File: src/rtl/eth_pkg.sv
// Shared constants and types for the Ethernet receive path.
// Frame word layout (32-bit words, word 1 carries sop):
//   1: dst[47:16]   2: {dst[15:0], src[47:32]}   3: src[31:0]   4: {16'h0, ethertype}
//   ARP 5-11: {htype,ptype} {hlen,plen,oper} sha_hi {sha_lo,spa_hi} {spa_lo,tha_hi} tha_lo tpa
//   IP  5-11: {ver,ihl,tos,tlen} {id,flags,off} {ttl,proto,csum} sip dip {sport,dport} {ulen,ucsum}
//   UDP payload from word 12.
package eth_pkg;

    localparam int unsigned WCNT_W = 16;

    localparam logic [15:0] ETYPE_ARP     = 16'h0806;
    localparam logic [15:0] ETYPE_IP      = 16'h0800;
    localparam logic [15:0] ARP_HTYPE     = 16'h0001;
    localparam logic [15:0] ARP_PTYPE     = 16'h0800;
    localparam logic [15:0] ARP_OPER_REQ  = 16'd1;
    localparam logic [15:0] ARP_OPER_RESP = 16'd2;
    localparam logic [7:0]  IP_PROTO_UDP  = 8'd17;
    localparam logic [7:0]  IP_VER_IHL    = 8'h45;

    // Header word indices (word 1 is the sop word).
    localparam logic [15:0] W_MAC_LO      = 16'd2;
    localparam logic [15:0] W_ETYPE       = 16'd4;
    localparam logic [15:0] W_HDR_FIRST   = 16'd5;
    localparam logic [15:0] W_HDR_OPER    = 16'd6;
    localparam logic [15:0] W_ARP_SHA_HI  = 16'd7;
    localparam logic [15:0] W_ARP_SHA_LO  = 16'd8;
    localparam logic [15:0] W_ARP_SPA_LO  = 16'd9;
    localparam logic [15:0] W_IP_FRAG     = 16'd6;
    localparam logic [15:0] W_IP_PROTO    = 16'd7;
    localparam logic [15:0] W_IP_DST      = 16'd9;
    localparam logic [15:0] W_IP_PORTS    = 16'd10;
    localparam logic [15:0] W_HDR_LAST    = 16'd11;
    localparam logic [15:0] W_PAY_FIRST   = 16'd12;

    typedef enum logic [2:0] {
        IDLE, ETH, ARP, IP, PAY, DROP, DONE
    } rx_state_e;

endpackage

File: src/rtl/eth_ip_csum.sv
// IPv4 header checksum accumulator: 16-bit one's-complement sum with
// end-around carry over both halves of each enabled 32-bit word.
// Ports: clk, rst_n; clr restarts the sum; en folds data into the sum;
//        sum_c is the sum including the current data word (combinational).
module eth_ip_csum (
    input  logic        clk,
    input  logic        rst_n,
    input  logic        clr,
    input  logic        en,
    input  logic [31:0] data,
    output logic [15:0] sum_c
);

    logic [15:0] acc;
    logic [17:0] raw_c;
    logic [16:0] fold_c;

    // Two fold steps are enough: a carry out of the first fold leaves a small low half.
    always_comb begin
        raw_c  = {2'b00, acc} + {2'b00, data[31:16]} + {2'b00, data[15:0]};
        fold_c = {1'b0, raw_c[15:0]} + {15'd0, raw_c[17:16]};
        sum_c  = fold_c[15:0] + {15'd0, fold_c[16]};
    end

    always_ff @(posedge clk or negedge rst_n) begin
        if (!rst_n)   acc <= '0;
        else if (clr) acc <= '0;
        else if (en)  acc <= sum_c;
    end

endmodule

File: src/rtl/eth_recv.sv
// Ethernet frame receiver: filters by MAC/IP, handles ARP request/reply,
// and writes UDP payload for LISTEN_PORT into a word RAM.
// Ports: clk, rst_n; frame stream i_data/i_vld/i_sop/i_eop/o_rdy;
//        local addresses i_self_mac/i_self_ip; RAM write o_wr_addr/o_wr_data/o_wr_en;
//        o_udp_done/o_udp_len; o_arp_req/o_arp_resp/o_peer_mac/o_peer_ip; o_err.
// Build option: ETH_RECV_IP_CSUM_EN enables IPv4 header checksum checking.
module eth_recv
    import eth_pkg::*;
#(
    parameter logic [15:0]  LISTEN_PORT = 16'd2179,
    parameter int unsigned  RAM_AW      = 10
) (
    input  logic              clk,
    input  logic              rst_n,
    input  logic [31:0]       i_data,
    input  logic              i_vld,
    input  logic              i_sop,
    input  logic              i_eop,
    output logic              o_rdy,
    input  logic [47:0]       i_self_mac,
    input  logic [31:0]       i_self_ip,
    output logic [RAM_AW-1:0] o_wr_addr,
    output logic [31:0]       o_wr_data,
    output logic              o_wr_en,
    output logic              o_udp_done,
    output logic [15:0]       o_udp_len,
    output logic              o_arp_req,
    output logic              o_arp_resp,
    output logic [47:0]       o_peer_mac,
    output logic [31:0]       o_peer_ip,
    output logic              o_err
);

    rx_state_e         state, nxt;
    logic [WCNT_W-1:0] wcnt;
    logic              mac_self, mac_bc;
    logic [15:0]       oper, udp_len;
    logic [47:0]       sha;
    logic [31:0]       spa;
    logic [RAM_AW:0]   wptr;

    logic              acc_c, full_c, mac_lo_ok_c, arp_bad_c, ip_bad_c, csum_bad_c;
    logic [WCNT_W-1:0] idx_c;
    logic [15:0]       udp_len_c;
    logic              err_c, wr_c, udp_done_c, arp_req_c, arp_resp_c;

    assign acc_c  = i_vld && o_rdy;
    assign idx_c  = i_sop ? WCNT_W'(1) : wcnt;
    assign full_c = wptr[RAM_AW];

    // Word 1 sets the per-frame match flags; word 2 completes the dst MAC.
    assign mac_lo_ok_c = (mac_self && (i_data[31:16] == i_self_mac[15:0])) ||
                         (mac_bc   && (i_data[31:16] == 16'hFFFF));

    assign arp_bad_c = ((idx_c == W_HDR_FIRST) && (i_data != {ARP_HTYPE, ARP_PTYPE})) ||
                       ((idx_c == W_HDR_LAST)  && (i_data != i_self_ip));

    assign ip_bad_c = ((idx_c == W_HDR_FIRST) && (i_data[31:24] != IP_VER_IHL)) ||
                      ((idx_c == W_IP_FRAG)   && (i_data[13] || (i_data[12:0] != 13'd0))) ||
                      ((idx_c == W_IP_PROTO)  && (i_data[23:16] != IP_PROTO_UDP)) ||
                      ((idx_c == W_IP_DST)    && (i_data != i_self_ip)) ||
                      ((idx_c == W_IP_PORTS)  && (i_data[15:0] != LISTEN_PORT)) ||
                      csum_bad_c;

`ifdef ETH_RECV_IP_CSUM_EN
    logic        csum_en_c;
    logic [15:0] csum_sum_c;

    assign csum_en_c = acc_c && !i_sop && (state == IP) &&
                       (idx_c >= W_HDR_FIRST) && (idx_c <= W_IP_DST);

    eth_ip_csum u_csum (
        .clk   (clk),
        .rst_n (rst_n),
        .clr   (acc_c && i_sop),
        .en    (csum_en_c),
        .data  (i_data),
        .sum_c (csum_sum_c)
    );

    assign csum_bad_c = (idx_c == W_IP_DST) && (csum_sum_c != 16'hFFFF);
`else
    assign csum_bad_c = 1'b0;
`endif

    // A zero-length UDP payload ends on word 11, before udp_len is registered.
    assign udp_len_c = (state == IP) ? i_data[31:16] : udp_len;

    // State register.
    always_ff @(posedge clk or negedge rst_n) begin
        if (!rst_n) state <= IDLE;
        else        state <= nxt;
    end

    // Next-state and pulse decode.
    always_comb begin
        nxt   = state;
        err_c = 1'b0;
        wr_c  = 1'b0;
        case (state)
            IDLE: ;
            ETH: if (acc_c) begin
                if (i_eop) begin
                    nxt   = IDLE;
                    err_c = 1'b1;
                end else if ((idx_c == W_MAC_LO) && !mac_lo_ok_c) begin
                    nxt = DROP;
                end else if (idx_c == W_ETYPE) begin
                    if (i_data[15:0] == ETYPE_ARP)     nxt = ARP;
                    else if (i_data[15:0] == ETYPE_IP) nxt = IP;
                    else                               nxt = DROP;
                end
            end
            ARP: if (acc_c) begin
                if (arp_bad_c) begin
                    nxt = i_eop ? IDLE : DROP;
                end else if (i_eop) begin
                    if (idx_c < W_HDR_LAST) begin
                        nxt   = IDLE;
                        err_c = 1'b1;
                    end else begin
                        nxt = DONE;
                    end
                end
            end
            IP: if (acc_c) begin
                if (ip_bad_c) begin
                    nxt   = i_eop ? IDLE : DROP;
                    err_c = csum_bad_c;
                end else if (i_eop) begin
                    if (idx_c < W_HDR_LAST) begin
                        nxt   = IDLE;
                        err_c = 1'b1;
                    end else begin
                        nxt = DONE;
                    end
                end else if (idx_c == W_PAY_FIRST - 16'd1) begin
                    nxt = PAY;
                end
            end
            PAY: if (acc_c) begin
                wr_c = !full_c;
                if (i_eop) begin
                    nxt   = full_c ? IDLE : DONE;
                    err_c = full_c;
                end
            end
            DROP: if (acc_c && i_eop) nxt = IDLE;
            DONE: nxt = IDLE;
            default: nxt = IDLE;
        endcase
        // sop restarts parsing from any state; a single-word frame is truncated.
        if (acc_c && i_sop) begin
            nxt   = i_eop ? IDLE : ETH;
            err_c = i_eop;
            wr_c  = 1'b0;
        end
        udp_done_c = (nxt == DONE) && (state != ARP);
        arp_req_c  = (nxt == DONE) && (state == ARP) && (oper == ARP_OPER_REQ);
        arp_resp_c = (nxt == DONE) && (state == ARP) && (oper == ARP_OPER_RESP);
    end

    // Header capture, payload write and registered outputs.
    always_ff @(posedge clk or negedge rst_n) begin
        if (!rst_n) begin
            wcnt       <= '0;
            mac_self   <= 1'b0;
            mac_bc     <= 1'b0;
            oper       <= '0;
            udp_len    <= '0;
            sha        <= '0;
            spa        <= '0;
            wptr       <= '0;
            o_rdy      <= 1'b0;
            o_wr_addr  <= '0;
            o_wr_data  <= '0;
            o_wr_en    <= 1'b0;
            o_udp_done <= 1'b0;
            o_udp_len  <= '0;
            o_arp_req  <= 1'b0;
            o_arp_resp <= 1'b0;
            o_peer_mac <= '0;
            o_peer_ip  <= '0;
            o_err      <= 1'b0;
        end else begin
            o_rdy      <= (nxt != DONE);
            o_err      <= err_c;
            o_wr_en    <= wr_c;
            o_udp_done <= udp_done_c;
            o_arp_req  <= arp_req_c;
            o_arp_resp <= arp_resp_c;

            // wcnt holds the index of the next word; it saturates on giant frames.
            if (acc_c) begin
                if (i_sop)                   wcnt <= WCNT_W'(2);
                else if (wcnt != '1)         wcnt <= wcnt + WCNT_W'(1);
            end

            if (acc_c && i_sop) begin
                mac_self <= (i_data == i_self_mac[47:16]);
                mac_bc   <= (i_data == 32'hFFFF_FFFF);
                wptr     <= '0;
            end

            if (acc_c && !i_sop && (state == ARP)) begin
                case (idx_c)
                    W_HDR_OPER:   oper       <= i_data[15:0];
                    W_ARP_SHA_HI: sha[47:16] <= i_data;
                    W_ARP_SHA_LO: {sha[15:0], spa[31:16]} <= i_data;
                    W_ARP_SPA_LO: spa[15:0]  <= i_data[31:16];
                    default: ;
                endcase
            end

            if (acc_c && !i_sop && (state == IP) && (idx_c == W_HDR_LAST))
                udp_len <= i_data[31:16];

            if (wr_c) begin
                o_wr_data <= i_data;
                o_wr_addr <= wptr[RAM_AW-1:0];
                wptr      <= wptr + (RAM_AW+1)'(1);
            end

            if (udp_done_c)
                o_udp_len <= udp_len_c - 16'd8;

            if (arp_req_c || arp_resp_c) begin
                o_peer_mac <= sha;
                o_peer_ip  <= spa;
            end
        end
    end

endmodule

File: config.mk
export PLATFORM = sky130hd
export DESIGN_NAME = eth_recv
export DESIGN_NICKNAME = d
export VERILOG_FILES = /design/src/rtl/eth_pkg.sv /design/src/rtl/eth_ip_csum.sv /design/src/rtl/eth_recv.sv
export SDC_FILE = /design/constraint.sdc
export NUM_CORES = 1
export LEC_CHECK = 0
export ABC_AREA = 1
export BUFFER_PORTS_ARGS = -buffer_cell sky130_fd_sc_hd__clkbuf_2
export CAP_MARGIN = 20
export CORE_ASPECT_RATIO = 1.5
export CORE_MARGIN = 5
export CORE_UTILIZATION = 40
export DETAILED_ROUTE_END_ITERATION = 10
export PLACE_DENSITY = 0.66
export SETUP_SLACK_MARGIN = 0.3
export SLEW_MARGIN = 30
export SYNTH_ARGS = -nofsm -noshare
export SYNTH_HDL_FRONTEND = slang
export SYNTH_SLANG_ARGS = --single-unit
export TNS_END_PERCENT = 100
File: constraint.sdc
create_clock -name clk -period 5.4 [get_ports clk]
set_input_delay 0.27 -clock clk [delete_from_list [all_inputs] [get_ports clk]]
set_output_delay 0.27 -clock clk [all_outputs]
set_load 0.02 [all_outputs]
; After elaboration in Yosys (flattened, before gate mapping)
; Cells that the tools add are included.
[totals]
wordCells = 141
reg_bits = 288
out_inout_bits = 144
[op_classes]
reduce_logical = 41
mux = 43
n_eq_ne = 31
addsub = 3
order_cmp = 1
[op_table]
columns = cell, n
row1 = "equality test 16 x 3 -> 1 bit, second input constant", 4
row2 = "equality test 16 x 4 -> 1 bit, second input constant", 4
row3 = two-way mux 16 bit, 4
row4 = two-way mux 3 bit, 20
row5 = "equality test 16 x 12 -> 1 bit, second input constant", 2
row6 = "equality test 16 x 2 -> 1 bit, second input constant", 2
row7 = equality test 32 bit, 1
row8 = "equality test 32 bit, second input constant", 1
row9 = "inequality test 32 x 17 -> 1 bit, second input constant", 1
row10 = inequality test 32 bit, 1
row11 = two-way mux 11 bit, 2
row12 = logical AND 1 bit, 21
row13 = one-hot mux 3 bit (6 select lines), 1
row14 = "adder 16 x 1 -> 16 bit, second input constant", 1
row15 = "equality test 16 x 1 -> 1 bit, second input constant", 1
row16 = equality test 16 bit, 1
row17 = "equality test 16 bit, second input constant", 1
row18 = "less-than comparator 16 x 4 -> 1 bit, second input constant", 1
row19 = "inequality test 16 x 12 -> 1 bit, second input constant", 1
row20 = "inequality test 16 bit, second input constant", 1
row21 = "subtractor 16 x 4 -> 16 bit, second input constant", 1
row22 = two-way mux 1 bit, 15
row23 = nonzero test 13 bit, 1
row24 = "adder 11 x 1 -> 11 bit, second input constant", 1
row25 = other kinds (13), 30

; Depth between registers and ports, before layout
; Gate-level depths: netlist of run 1.
[depth]
ltp_word = 15
depth_mapped = 22
depth_no_buf = 21

; Worst setup path before layout of run 1
; OpenSTA, ideal clock, no wires.
[synth_path]
path_kind = register to register
from = register state[2]
to = register o_udp_len[15]
synth_period_minus_slack_ps = 2677
t_required_ps = 5277
path_buffers = 3
setup_slack_ps = 2723
path_stages_with_launch = 15
t_arrival_ps = 2554
cell_sequence = dfrtp_1 -> clkbuf_1 -> nor2_1 -> clkbuf_1 -> clkbuf_1 -> nand2_1 -> o21ai_0 -> ha_1 -> nand2_1 -> nor2_1 -> nand3_1 -> nor3_1 -> nand4_1 -> xnor2_1 -> o21ai_1
[synth_via]
elab_chain_cells = 8
word_cells_on_any_way = 27
cone_classes = add/sub (1) / eq/ne (7) / mux (17) / reduce/logical (2)
[synth_lines]
columns = element, line_no
row1 = from (decl), eth_recv.sv:34  ; rx_state_e state, nxt;
row2 = from (signal assigned), eth_recv.sv:92  ; else state <= nxt;
row3 = "parallel branches: the longest is 8 deep, another holds subtractor 16 x 4 -> 16 bit", -
row4 = to (signal assigned), eth_recv.sv:225  ; o_udp_len <= udp_len_c - 16'd8;
row5 = to (decl), eth_recv.sv:26  ; output logic [15:0] o_udp_len,
; Several ways; the timed one is not identified.
; A chain may end at the register's enable or synchronous reset.

; Worst setup path in the final report of run 1
[layout_path]
from = register wcnt[14]
to = register o_peer_ip[19]
[layout_via]
elab_chain_cells = 15
word_cells_on_any_way = 42
cone_classes = order compare (1) / eq/ne (9) / mux (15) / reduce/logical (17)
[layout_lines]
columns = element, line_no
row1 = from (decl), eth_recv.sv:35  ; logic [WCNT_W-1:0] wcnt;
row2 = from (signal assigned), eth_recv.sv:196  ; else if (wcnt != '1) wcnt <= wcnt + WCNT_W'(1);
row3 = two-way mux 16 bit *, eth_recv.sv:48  ; assign idx_c = i_sop ? WCNT_W'(1) : wcnt;
row4 = "parallel branches: the longest is 8 deep, another holds less-than comparator 16 x 4 -> 1 bit", -
row5 = one-hot mux 3 bit (6 select lines) *, eth_recv.sv:100  ; case (state)
row6 = two-way mux 3 bit *, eth_recv.sv:153  ; if (acc_c && i_sop) begin
row7 = equality test 3 bit *, "eth_recv.sv:159, eth_recv.sv:160"
row8 = logical AND 1 bit *, "eth_recv.sv:159, eth_recv.sv:160"
row9 = "logical AND 1 bit, on equally long branches", "eth_recv.sv:159, eth_recv.sv:160"
row10 = logical OR 1 bit *, eth_recv.sv:227  ; if (arp_req_c || arp_resp_c) begin
row11 = to (signal assigned), eth_recv.sv:229  ; o_peer_ip <= spa;
row12 = to (decl), eth_recv.sv:30  ; output logic [31:0] o_peer_ip,
; Mark *: on every way between the ends.

==> metrics.md, run 1 <==
| Metric | Value |
|---|---|
| Setup crit end kind | `register` |
| Worst Skew | `0.0119 ns` |
| Post-CTS Setup Inserts | `0` |
| Global Route Usage Sum | `22.5%` |
| Commonest non-fill, non-tap cell in the layout | `nand2_1` |
| DR iter-0 viols | `1024` |
| Cells after Synth | `1688` |
| Via/cell ratio | `5.23` |
| Register bit total from synthesis | `288` |
| CP Buf/Inv Count | `1` |
| Final Util | `48.1%` |
| GP Congestion | `0.938` |
| IO Port Bufs | `260` |
| Min-Delay Startpoint | `i_self_mac[43]` |
| Setup TNS | `0 ns` |
| Synth Net Count | `1808` |
| Max-Cap Viols | `0` |
| Register area | `7210 um2` |
| Multi-input logic area | `5870 um2` |
| Clock Latency Late Sink | `0.55 ns` |
| Gr ovfl total | `0` |
| Cts bufs inserted | `28` |
| Final Cell Area | `16500 um2` |
| Period utilization | `60.5%` |
| Reg2reg path depth | `14` |
| # H-tree levels | `1` |
| RSZ-0062 raised after global routing | `no` |
| Placed inst area | `15500 um2` |
| Layout net count | `2016` |
| PwrDens | `347 nW/um2` |
| Antenna Nets Post-Route | `0` |
| First drt pass iteration count | `5` |
| Minimum clock period | `3.27 ns` |
| # diodes | `0` |
| Fmax | `306 MHz` |
| Cell count after placement | `2331` |
| Syn Area/Cell | `8.25 um2` |
| Die height | `239 um` |
| Max FO, Critical Path | `83` |
| Dpl hpwl | `31.1 mm` |
| Synth cell types | `43` |
| Final Slew Violations | `0` |
| Row Count | `83` |
| Largest net degree at the start of global routing | `123` |
| Arrival time worst endpoint | `3.75 ns` |
| Status | `finished, final reports clean` |
| Worst R2R Setup Slack | `2.13 ns` |
| CTS tree | `yes` |
| Crit-path cells | `o21ai_1 > nand2_1 > nor2_4 > nand3_1 > nor2_2 > o21ai_1 > o21ai_1 > nand3_1 > o21bai_2 > nand2_1 > nor2_4 > buf_4 > o2111ai_1 > nand2_1` |
| Hold EP | `mac_self$_DFFE_PN0P_` |
| Slew @ Worst Pin | `0.970 ns` |
| Worst R2R End | `o_peer_ip[19]$_DFFE_PN0P_` |
| Dominant cell type by area after synthesis | `dfrtp_1` |
| R2r startpoint | `wcnt[14]$_DFFE_PN0P_` |
| Global-route wire length before repair | `69.9 mm` |
| Critical path's largest stage delay | `0.69 ns` |
| Die area | `38700 um2` |
| WP data required | `5.88 ns` |
| CP max stage cell | `buf_4` |
| Fill cell count | `3391` |
| Synth top area share | `51.8%` |
| Crit start category | `register` |
| Io pins | `261` |
| Max Root-Sink Buffers | `3` |
| Core ar. | `34400 um2` |
| CP Class | `reg2reg` |
| Die width | `162 um` |
| Hold Fails Final Rpt | `0` |
| Routed WL per cell | `18.5 um` |
| Family with the most delay on the worst path | `simple AND/OR/NAND/NOR gates` |
| Worst rel slew slack | `35.2%` |
| Synthesis-to-layout area growth | `18.6%` |
| Commonest non-fill, non-tap cells in the layout | `nand2_1 (560), dfrtp_1 (288), clkbuf_2 (259)` |
| Synthesized area | `13900 um2` |
| Ys Warns | `0` |
| Largest cells by area after synthesis | `dfrtp_1 (52%), nand2_1 (15%), o21ai_0 (6.7%)` |
| Clk root buf | `clkbuf_16` |
| Main synth FF type | `dfrtp_1` |
| Vias | `12500` |
| Max IR drop VDD | `0.193 mV` |
| Clock Sinks | `288` |
| Sequential area share after synthesis | `51.8%` |
| Detailed Route WL | `44.0 mm` |
| Worst-path clk slew | `0.06 ns` |
| Hold Path Class | `in2reg` |
| EDFF count, synth | `0` |
| Setup violators final | `0` |
| Post-synth ARST share | `100%` |
| Total power | `5.73 mW` |
| Hold path depth | `4` |
| DRC viols | `0` |
| Initial Util | `40.5%` |
| Vias in the first global route | `12400` |
| Non-Filler Instances | `2385` |
| Leakage Power | `8.51 nW` |
| Share of post-route cells with drive strength above 1 | `18.6%` |
| Initial antenna violation count | `0` |
## cell type report
| class | count | share of cell area, % |
|---|---|---|
| multi-input cells | 1189 | 35.5 |
| well taps | 467 | 3.54 |
| clock inverters | 14 | 0.977 |
| clock buffers | 38 | 4.90 |
| flip-flops and latches | 288 | 43.6 |
| inverters | 114 | 2.59 |
| repair buffers | 275 | 8.83 |
## metal layers
metal | share of wire [%] | vias to the layer above | GRT usage (%)
met5 | 0 | - | 0
met3 | 5.8 | 70 | 3.57
met4 | 3.1 | 0 | 7.49
met1 | 42 | 6008 | 29.6
li1 | - | 6005 | -
met2 | 49 | 379 | 37.9
## worst max-delay path by stage
stage	cells after the start	end	slack, ns	startpoint
2_1_floorplan	14	o_udp_len[15]$_DFFE_PN0P_	2.72	state[2]$_DFF_PN0_
3_3_place_gp	19	o_peer_ip[19]$_DFFE_PN0P_	1.72	i_data[20]
3_5_place_dp	16	o_peer_ip[19]$_DFFE_PN0P_	1.74	i_data[26]
4_1_cts	8	oper[12]$_DFFE_PN0P_	1.95	state[2]$_DFF_PN0_
5_1_grt	16	o_peer_ip[19]$_DFFE_PN0P_	1.73	wcnt[12]$_DFFE_PN0P_
6_report	14	o_peer_ip[19]$_DFFE_PN0P_	2.13	wcnt[14]$_DFFE_PN0P_
## where the power goes
part           total, mW  internal (mW)  switching (mW)
clock               2.06           1.20           0.860
combinational       1.17          0.359           0.809
sequential          2.51           2.37           0.140
total               5.73           3.92            1.81
## cell families after synthesis
| group | synth area share, % |
|---|---|
| simple gates | 23.3 |
| compound gates | 14.2 |
| flops | 51.8 |
| buf+inv | 6.39 |
| xor+xnor | 4.09 |
| fa+ha+maj | 0.270 |
## registers in the layout (all words and copies together), names as in the netlist
signal and count:
o_wr_en 1, o_udp_done 1, sha 48, oper 16
wcnt 16, o_peer_ip 32, o_rdy 1, o_wr_data 32
mac_bc 1, o_peer_mac 48, state 3, o_udp_len 16
udp_len 16, o_arp_resp 1, spa 32, o_arp_req 1
o_err 1, wptr 11, o_wr_addr 10, mac_self 1
## synth_stat cells, types with 2 or more instances
library cell,n
o21ai_0,186
nand2_2,2
xnor2_1,48
inv_2,9
a21oi_1,20
nor4_1,9
inv_1,104
nor2_2,3
nand3_1,52
o32ai_1,2
a22o_1,2
clkbuf_2,5
buf_2,19
o22ai_1,3
ha_1,3
nor3b_1,2
xor2_1,17
o21ai_1,16
buf_6,9
and3_1,2
o211ai_1,2
nand4_1,23
nor3_1,25
o2111ai_1,80
clkbuf_1,63
nand2_1,561
a211oi_1,3
or2_2,9
nor2_1,107
nor2_4,2
dfrtp_1,288
## timing repair
item	CTS	global route
setup endpoints to repair	0	0
gates resized for setup	0	0
hold buffers	1	0
endpoints found under the hold margin	120	0
## per-stage QoR
stage / setup WS (ns) / hold WS [ns]
after global placement: 1.72 / 0.444
after detailed placement: 1.74 / 0.450
after global routing: 1.73 / 0.0489
final: 2.13 / 0.0593
after CTS: 1.95 / 0.0329
after floorplan: 2.72 / -0.0256
## worst register-to-register path: stages (launching register included)
cell	delay, ns
dfrtp_1	0.43
o21ai_1	0.14
nand2_1	0.13
nor2_4	0.21
nand3_1	0.13
nor2_2	0.24
o21ai_1	0.10
o21ai_1	0.16
nand3_1	0.10
o21bai_2	0.16
nand2_1	0.11
nor2_4	0.16
buf_4	0.69
o2111ai_1	0.30
nand2_1	0.14
No activity file was read; power rests on OpenSTA's default activity.
==> inputs of run 2 (changes only) <==
==> constraint.sdc (replaced) <==
create_clock -name clk -period 3.22 [get_ports clk]
set_input_delay 0.161 -clock clk [delete_from_list [all_inputs] [get_ports clk]]
set_output_delay 0.161 -clock clk [all_outputs]
set_load 0.02 [all_outputs]
==> run 2 against run 1 <==
  * Maximum frequency is 19% higher
  * Total power increased by 68%
  * Register-to-register slack got worse by 1.6 ns
  * Worst setup slack got worse by 1.6 ns
  * Count of clock-buffer cells in the layout grew 4
  * Die area did not move
  * Via count rose by 2.4%
  * Hold slack lost 0.039 ns
  * Largest cell class unchanged
  * Largest power group unchanged
==> metrics.md, run 2 (same netlist as run 1, synthesis figures left out) <==
| Metric | Value |
|---|---|
| Hold Path Class | `in2reg` |
| # diodes | `0 (unchanged)` |
| Die height | `239 um (unchanged)` |
| Final Cell Area | `17000 um2 (+3.2%)` |
| Most used cell, CP | `nand2_1` |
| Fill cell count | `3379 (-0.35%)` |
| Max-Cap Viols | `0 (unchanged)` |
| Commonest non-fill, non-tap cell in the layout | `nand2_1` |
| Crit-path cells | `o21ai_1 > nand2_1 > nor2_4 > nand3_2 > nor2_4 > o21ai_1 > o21ai_1 > nand3_1 > o21bai_2 > nand2_1 > nor2_4 > o211ai_4 > clkbuf_16 > nand2_1 > nand2_1` |
| Status | `finished, final reports clean` |
| Die width | `162 um (unchanged)` |
| Cts bufs inserted | `28 (unchanged)` |
| Multi-input logic area | `5880 um2 (+0.26%)` |
| Worst Skew | `0.0217 ns (+0.00981 ns)` |
| Pre-CTS WS | `0.305 ns (-1.43 ns)` |
| CTS tree | `yes` |
| Global Route Usage Sum | `22.5% (about the same)` |
| Register area | `7210 um2 (about the same)` |
| Global-route wire length before repair | `70.2 mm (+0.44%)` |
| Max IR drop VDD | `0.324 mV (+68%)` |
| Family with the most delay on the worst path | `simple AND/OR/NAND/NOR gates` |
| Critical path's largest stage delay | `0.44 ns (-0.25 ns)` |
| Minimum clock period | `2.74 ns (-0.531 ns)` |
| Largest regs | `o_peer_mac x48, sha x48` |
| Crit start category | `register` |
| Worst rel slew slack | `37.6% (+2.4 points)` |
| Fmax | `366 MHz (+19%)` |
| Initial antenna violation count | `0 (unchanged)` |
| Vias | `12800 (+2.4%)` |
| Gr ovfl total | `0 (unchanged)` |
| Slew @ Worst Pin | `0.936 ns (-0.0337 ns)` |
| PwrDens | `565 nW/um2 (+63%)` |
| Clock Latency Late Sink | `0.55 ns (about the same)` |
| Routed WL per cell | `18.5 um (+0.21%)` |
| Max Root-Sink Buffers | `3 (unchanged)` |
| Core ar. | `34400 um2 (unchanged)` |
| Period utilization | `85.0% (+24 points)` |
| Placed inst area | `15900 um2 (+2.4%)` |
| DR iter-0 viols | `991 (-3.2%)` |
| Setup TNS | `0 ns (unchanged)` |
| Leakage Power | `8.79 nW (+3.3%)` |
| Die area | `38700 um2 (unchanged)` |
| Layout net count | `2068 (+2.6%)` |
| Largest net degree at the start of global routing | `84 (-32%)` |
| CP Buf/Inv Count | `1 (unchanged)` |
| RSZ-0062 raised after global routing | `yes` |
| CP max stage cell | `dfrtp_1` |
| Commonest non-fill, non-tap cells in the layout | `nand2_1 (560), dfrtp_1 (287), clkbuf_2 (259)` |
| Final Worst Setup Slack | `0.484 ns (-1.65 ns)` |
| Max FO, Critical Path | `20 (-76%)` |
| DRC viols | `0 (unchanged)` |
| Setup violators final | `0 (unchanged)` |
| First drt pass iteration count | `5 (unchanged)` |
| Dpl hpwl | `32.2 mm (+3.6%)` |
| Io pins | `261 (unchanged)` |
| Hold slack | `0.0205 ns (-0.0387 ns)` |
| Setup crit end kind | `register` |
| Arrival time worst endpoint | `3.15 ns (-0.60 ns)` |
| GP Congestion | `0.951 (+1.4%)` |
| Clk root buf | `clkbuf_16` |
| Row Count | `83 (unchanged)` |
| Total power | `9.63 mW (+68%)` |
| Hold Fails Final Rpt | `0 (unchanged)` |
| IO Port Bufs | `260 (unchanged)` |
| Initial Util | `40.5% (unchanged)` |
| WP data required | `3.63 ns (-2.25 ns)` |
| Vias in the first global route | `12700 (+2.9%)` |
| # H-tree levels | `1 (unchanged)` |
| Clock Sinks | `288 (unchanged)` |
| Share of post-route cells with drive strength above 1 | `20.7% (+2.1 points)` |
| Antenna Nets Post-Route | `0 (unchanged)` |
| CP Class | `reg2reg` |
| Worst-path clk slew | `0.06 ns (about the same)` |
| Final Slew Violations | `0 (unchanged)` |
| Detailed Route WL | `45.0 mm (+2.4%)` |
| Synthesis-to-layout area growth | `22.4%` |
| Via/cell ratio | `5.24 (+0.26%)` |
[run 2: worst paths after layout]
kind | startpoint | end | slack [ns] | cells past startpoint
max reg2reg | wcnt[14]$_DFFE_PN0P_ | o_peer_mac[32]$_DFFE_PN0P_ | 0.48 | 15
max in group asynchronous | rst_n | o_wr_data[17]$_DFFE_PN0P_ | 2.05 | 3
min in group asynchronous | rst_n | o_wr_data[6]$_DFFE_PN0P_ | 0.17 | 2
min | i_data[2] | mac_bc$_DFFE_PN0P_ | 0.02 | 3
min reg2reg | o_peer_mac[41]$_DFFE_PN0P_ | o_peer_mac[41]$_DFFE_PN0P_ | 0.47 | 2
max | wcnt[14]$_DFFE_PN0P_ | o_peer_mac[32]$_DFFE_PN0P_ | 0.48 | 15
[run 2: metal layers]
metal | GRT usage, % | up-vias | routed length (um)
li1 | - | 6118 | -
met2 | 39.2 | 452 | 22700
met1 | 28.7 | 6099 | 18200
met4 | 6.92 | 0 | 1430
met5 | 0 | - | 0
met3 | 3.57 | 92 | 2800
[run 2: worst min-delay path: stages]
cell	delay, ns
clkbuf_2	0.14
nand4_1	0.13
o32ai_1	0.07
[run 2: stage by stage]
step / util (%) / instances
final: 49.6 / 2436
after CTS: 49.1 / 2427
after global placement: 46.2 / 2370
after detailed placement: 46.2 / 2370
after floorplan: - / 1688
after global routing: 49.6 / 2436
[run 2: cell type report]
type	count	share of cell area (%)
tap	467	3.43
multi-input combinational	1189	34.5
sequential	288	42.3
timing repair buffer	327	11.5
clock inverter	9	0.632
inverter	114	2.54
clock buffer	42	5.02
[run 2: report_power, final]
part	switching (mW)	internal (mW)	leakage (nW)
Combinational	1.37	0.656	4.35
Sequential	0.219	3.97	3.97
Clock	1.42	1.99	0.470
Total	3.01	6.62	8.79
[run 2: timing repair]
action	in CTS	in global routing
hold buffers	6	0
setup endpoints to repair	0	97
hold endpoints to repair	69	0
resized for setup	0	21
buffers inserted	0	6
==> inputs of run 3 (changes only) <==
--- a/config.mk
+++ b/config.mk
@@ -12,7 +12,7 @@
 export CORE_MARGIN = 5
 export CORE_UTILIZATION = 40
 export DETAILED_ROUTE_END_ITERATION = 10
-export PLACE_DENSITY = 0.66
+export PLACE_DENSITY = 0.68
 export SETUP_SLACK_MARGIN = 0.3
 export SLEW_MARGIN = 30
 export SYNTH_ARGS = -nofsm -noshare
==> constraint.sdc (replaced) <==
create_clock -name clk -period 2.5 [get_ports clk]
set_input_delay 0.125 -clock clk [delete_from_list [all_inputs] [get_ports clk]]
set_output_delay 0.125 -clock clk [all_outputs]
set_load 0.02 [all_outputs]
==> run 3 against run 2 <==
  * Register-to-register slack lost 0.68 ns
  * Sequential share of layout area down 4.5 points
  * Via count increased by 4.8%
  * Total power rose by 36%
  * The run now ends with negative setup slack left
  * Utilization increased by 5.8 points
  * Cell area grew 12%
  * Cell count rose by 5.5%
  * Die area is the same
  * Count of clock-buffer cells in the layout shrank 5
  * Largest cell class unchanged
  * Hold slack better by 0.0021 ns
  * Non-clock buffer count grew 129
  * Critical endpoint is now o_peer_ip[6]$_DFFE_PN0P_
==> metrics.md, run 3 (same netlist as run 1, synthesis figures left out) <==
| Metric | Value |
|---|---|
| Die area | `38700 um2 (unchanged)` |
| RSZ-0062 raised after global routing | `yes` |
| PwrDens | `687 nW/um2 (+22%)` |
| # H-tree levels | `1 (unchanged)` |
| Initial Util | `40.5% (unchanged)` |
| Hold Path Class | `in2reg` |
| Crit start category | `register` |
| Worst-path clk slew | `0.07 ns (about the same)` |
| Total power | `13.1 mW (+36%)` |
| DRC viols | `0 (unchanged)` |
| Hold slack | `0.0227 ns (+0.00214 ns)` |
| Vias in the first global route | `13500 (+6.2%)` |
| Commonest non-fill, non-tap cells in the layout | `nand2_1 (503), dfrtp_1 (288), clkbuf_2 (259)` |
| Arrival time worst endpoint | `3.15 ns (about the same)` |
| Largest net degree at the start of global routing | `82 (-2.4%)` |
| Period utilization | `108% (+23 points)` |
| Fmax | `370 MHz (+1.3%)` |
| Worst Skew | `0.0175 ns (-0.00413 ns)` |
| Final Slew Violations | `0 (unchanged)` |
| Global-route wire length before repair | `73.1 mm (+4.1%)` |
| WP data required | `2.95 ns (-0.68 ns)` |
| Minimum clock period | `2.70 ns (-0.0357 ns)` |
| Register area | `7210 um2 (about the same)` |
| Setup crit end kind | `register` |
| Io pins | `261 (unchanged)` |
| Synthesis-to-layout area growth | `36.8%` |
| Status | `complete, but fails checks` |
| Max FO, Critical Path | `5 (-75%)` |
| Vias | `13400 (+4.8%)` |
| Clk root buf | `clkbuf_16` |
| Slew @ Worst Pin | `0.671 ns (-0.265 ns)` |
| WL met3 | `2.86 mm (+2.1%)` |
| Antenna Nets Post-Route | `0 (unchanged)` |
| Max IR drop VDD | `0.460 mV (+42%)` |
| Die height | `239 um (unchanged)` |
| Detailed Route WL | `47.4 mm (+5.1%)` |
| Pre-CTS WS | `-0.192 ns (-0.497 ns)` |
| Via/cell ratio | `5.20 (-0.70%)` |
| Die width | `162 um (unchanged)` |
| Final Util | `55.4% (+5.8 points)` |
| Setup violators final | `99 (+99)` |
| Non-Filler Instances | `2570 (+5.5%)` |
| Cts bufs inserted | `29 (+3.6%)` |
| GP Congestion | `0.915 (-3.8%)` |
| Dpl hpwl | `33.3 mm (+3.3%)` |
| Top sig layer | `met5` |
| Metal2 WL | `24.2 mm (+6.9%)` |
| Global Route Usage Sum | `23.6% (+1.2 points)` |
| Hold Fails Final Rpt | `0 (unchanged)` |
| CP Class | `reg2reg` |
| CTS tree | `yes` |
| Fill cell count | `3125 (-7.5%)` |
| Worst rel slew slack | `55.3% (+18 points)` |
| Leakage Power | `9.68 nW (+10%)` |
| DR iter-0 viols | `909 (-8.3%)` |
| Failing checks | `negative setup slack` |
| Gr ovfl total | `0 (unchanged)` |
| Routed WL per cell | `18.4 um (-0.33%)` |
| Initial antenna violation count | `3 (+3)` |
| Multi-input logic area | `6420 um2 (+9.1%)` |
| Max Root-Sink Buffers | `3 (unchanged)` |
| Final Worst Setup Slack | `-0.200 ns (-0.684 ns)` |
| Max-Cap Viols | `0 (unchanged)` |
| Clock Latency Late Sink | `0.57 ns (+0.02 ns)` |
| Share of post-route cells with drive strength above 1 | `30.6% (+9.9 points)` |
| Commonest non-fill, non-tap cell in the layout | `nand2_1` |
| Largest regs | `o_peer_mac x48, sha x48` |
| Layout net count | `2198 (+6.3%)` |
| Core ar. | `34400 um2 (unchanged)` |
| Cell count after placement | `2469 (+4.2%)` |
| Clock Sinks | `288 (unchanged)` |
| Row Count | `83 (unchanged)` |
| First drt pass iteration count | `5 (unchanged)` |
| IO Port Bufs | `260 (unchanged)` |
| Wl on met1 | `18.6 mm (+2.5%)` |
-- run 3: cell count changes in the layout (fill, tap and decap cells not counted), moves of 10 or more --
| cell | delta |
|---|---|
| buf_12 | +13 |
| o2111ai_2 | +15 |
| nand2_4 | +10 |
| o2111ai_1 | -19 |
| nor2_1 | -10 |
| nand2_1 | -57 |
| nand2_2 | +46 |
| buf_4 | +88 |
-- run 3: what timing repair did --
action / CTS / global route
resized for setup: 62 / 104
hold buffers: 13 / 0
gates cloned: 7 / 7
pin swaps: 43 / 40
setup buffers: 12 / 6
endpoints found under the setup margin: 164 / 207
endpoints found under the hold margin: 69 / 0
-- run 3: cell type report --
type	count	share of cell area [%]
Sequential cell	288	37.8
Clock buffer	37	4.28
Antenna cell	2	0.0263
Multi-Input combinational cell	1189	33.7
Clock inverter	17	1.14
Timing Repair Buffer	456	17.7
Tap cell	467	3.07
Inverter	114	2.27
-- run 3: per-stage QoR --
step	setup TNS (ns)	area, um2
2_1_floorplan	0	14100
3_3_place_gp	-9.71	16700
3_5_place_dp	-13.91	16700
4_1_cts	-2.93	18400
5_1_grt	-31.89	19000
6_report	-16.77	19000
-- run 3: path summary, 6_finish.rpt --
| path | startpoint | to | slack, ns | cells after the start |
|---|---|---|---|---|
| worst max register to register | wcnt[0]$_DFFE_PN0P_ | o_peer_ip[6]$_DFFE_PN0P_ | -0.20 | 19 |
| min in group asynchronous | rst_n | o_wr_data[8]$_DFFE_PN0P_ | 0.14 | 2 |
| worst min register to register | o_peer_ip[26]$_DFFE_PN0P_ | o_peer_ip[26]$_DFFE_PN0P_ | 0.47 | 2 |
| worst min-delay path | i_self_mac[27] | mac_self$_DFFE_PN0P_ | 0.02 | 6 |
| worst max-delay path | wcnt[0]$_DFFE_PN0P_ | o_peer_ip[6]$_DFFE_PN0P_ | -0.20 | 19 |
| max in group asynchronous | rst_n | o_peer_mac[37]$_DFFE_PN0P_ | 1.57 | 3 |
-- run 3: report_power, final --
part,internal (mW),total (mW),switching [mW]
combinational,1.09,2.99,1.91
clock,2.74,4.67,1.93
sequential,5.11,5.42,0.307
total,8.93,13.1,4.15
-- run 3: layer usage --
layer  up-vias  GRT usage [%]
met5         -              0
met4         2           8.31
met3        94           3.62
met2       456           41.4
met1      6434           29.7
li1       6383              -
-- run 3: critical path, cell delays in order (launching register included) --
cell and delay, ns:
dfrtp_1 0.41, inv_2 0.07, nand2_2 0.07, buf_6 0.14, nand2_4 0.05, nor2_2 0.04, nand3_1 0.07, o21ai_1 0.08
nor2_2 0.20, nand2_2 0.10, o21ai_2 0.16, nand3_2 0.12, o21bai_4 0.16, nand2_2 0.08, nor2_4 0.20, o211ai_4 0.17
buf_12 0.20, clkbuf_16 0.16, nand2_2 0.05, nand2_1 0.04
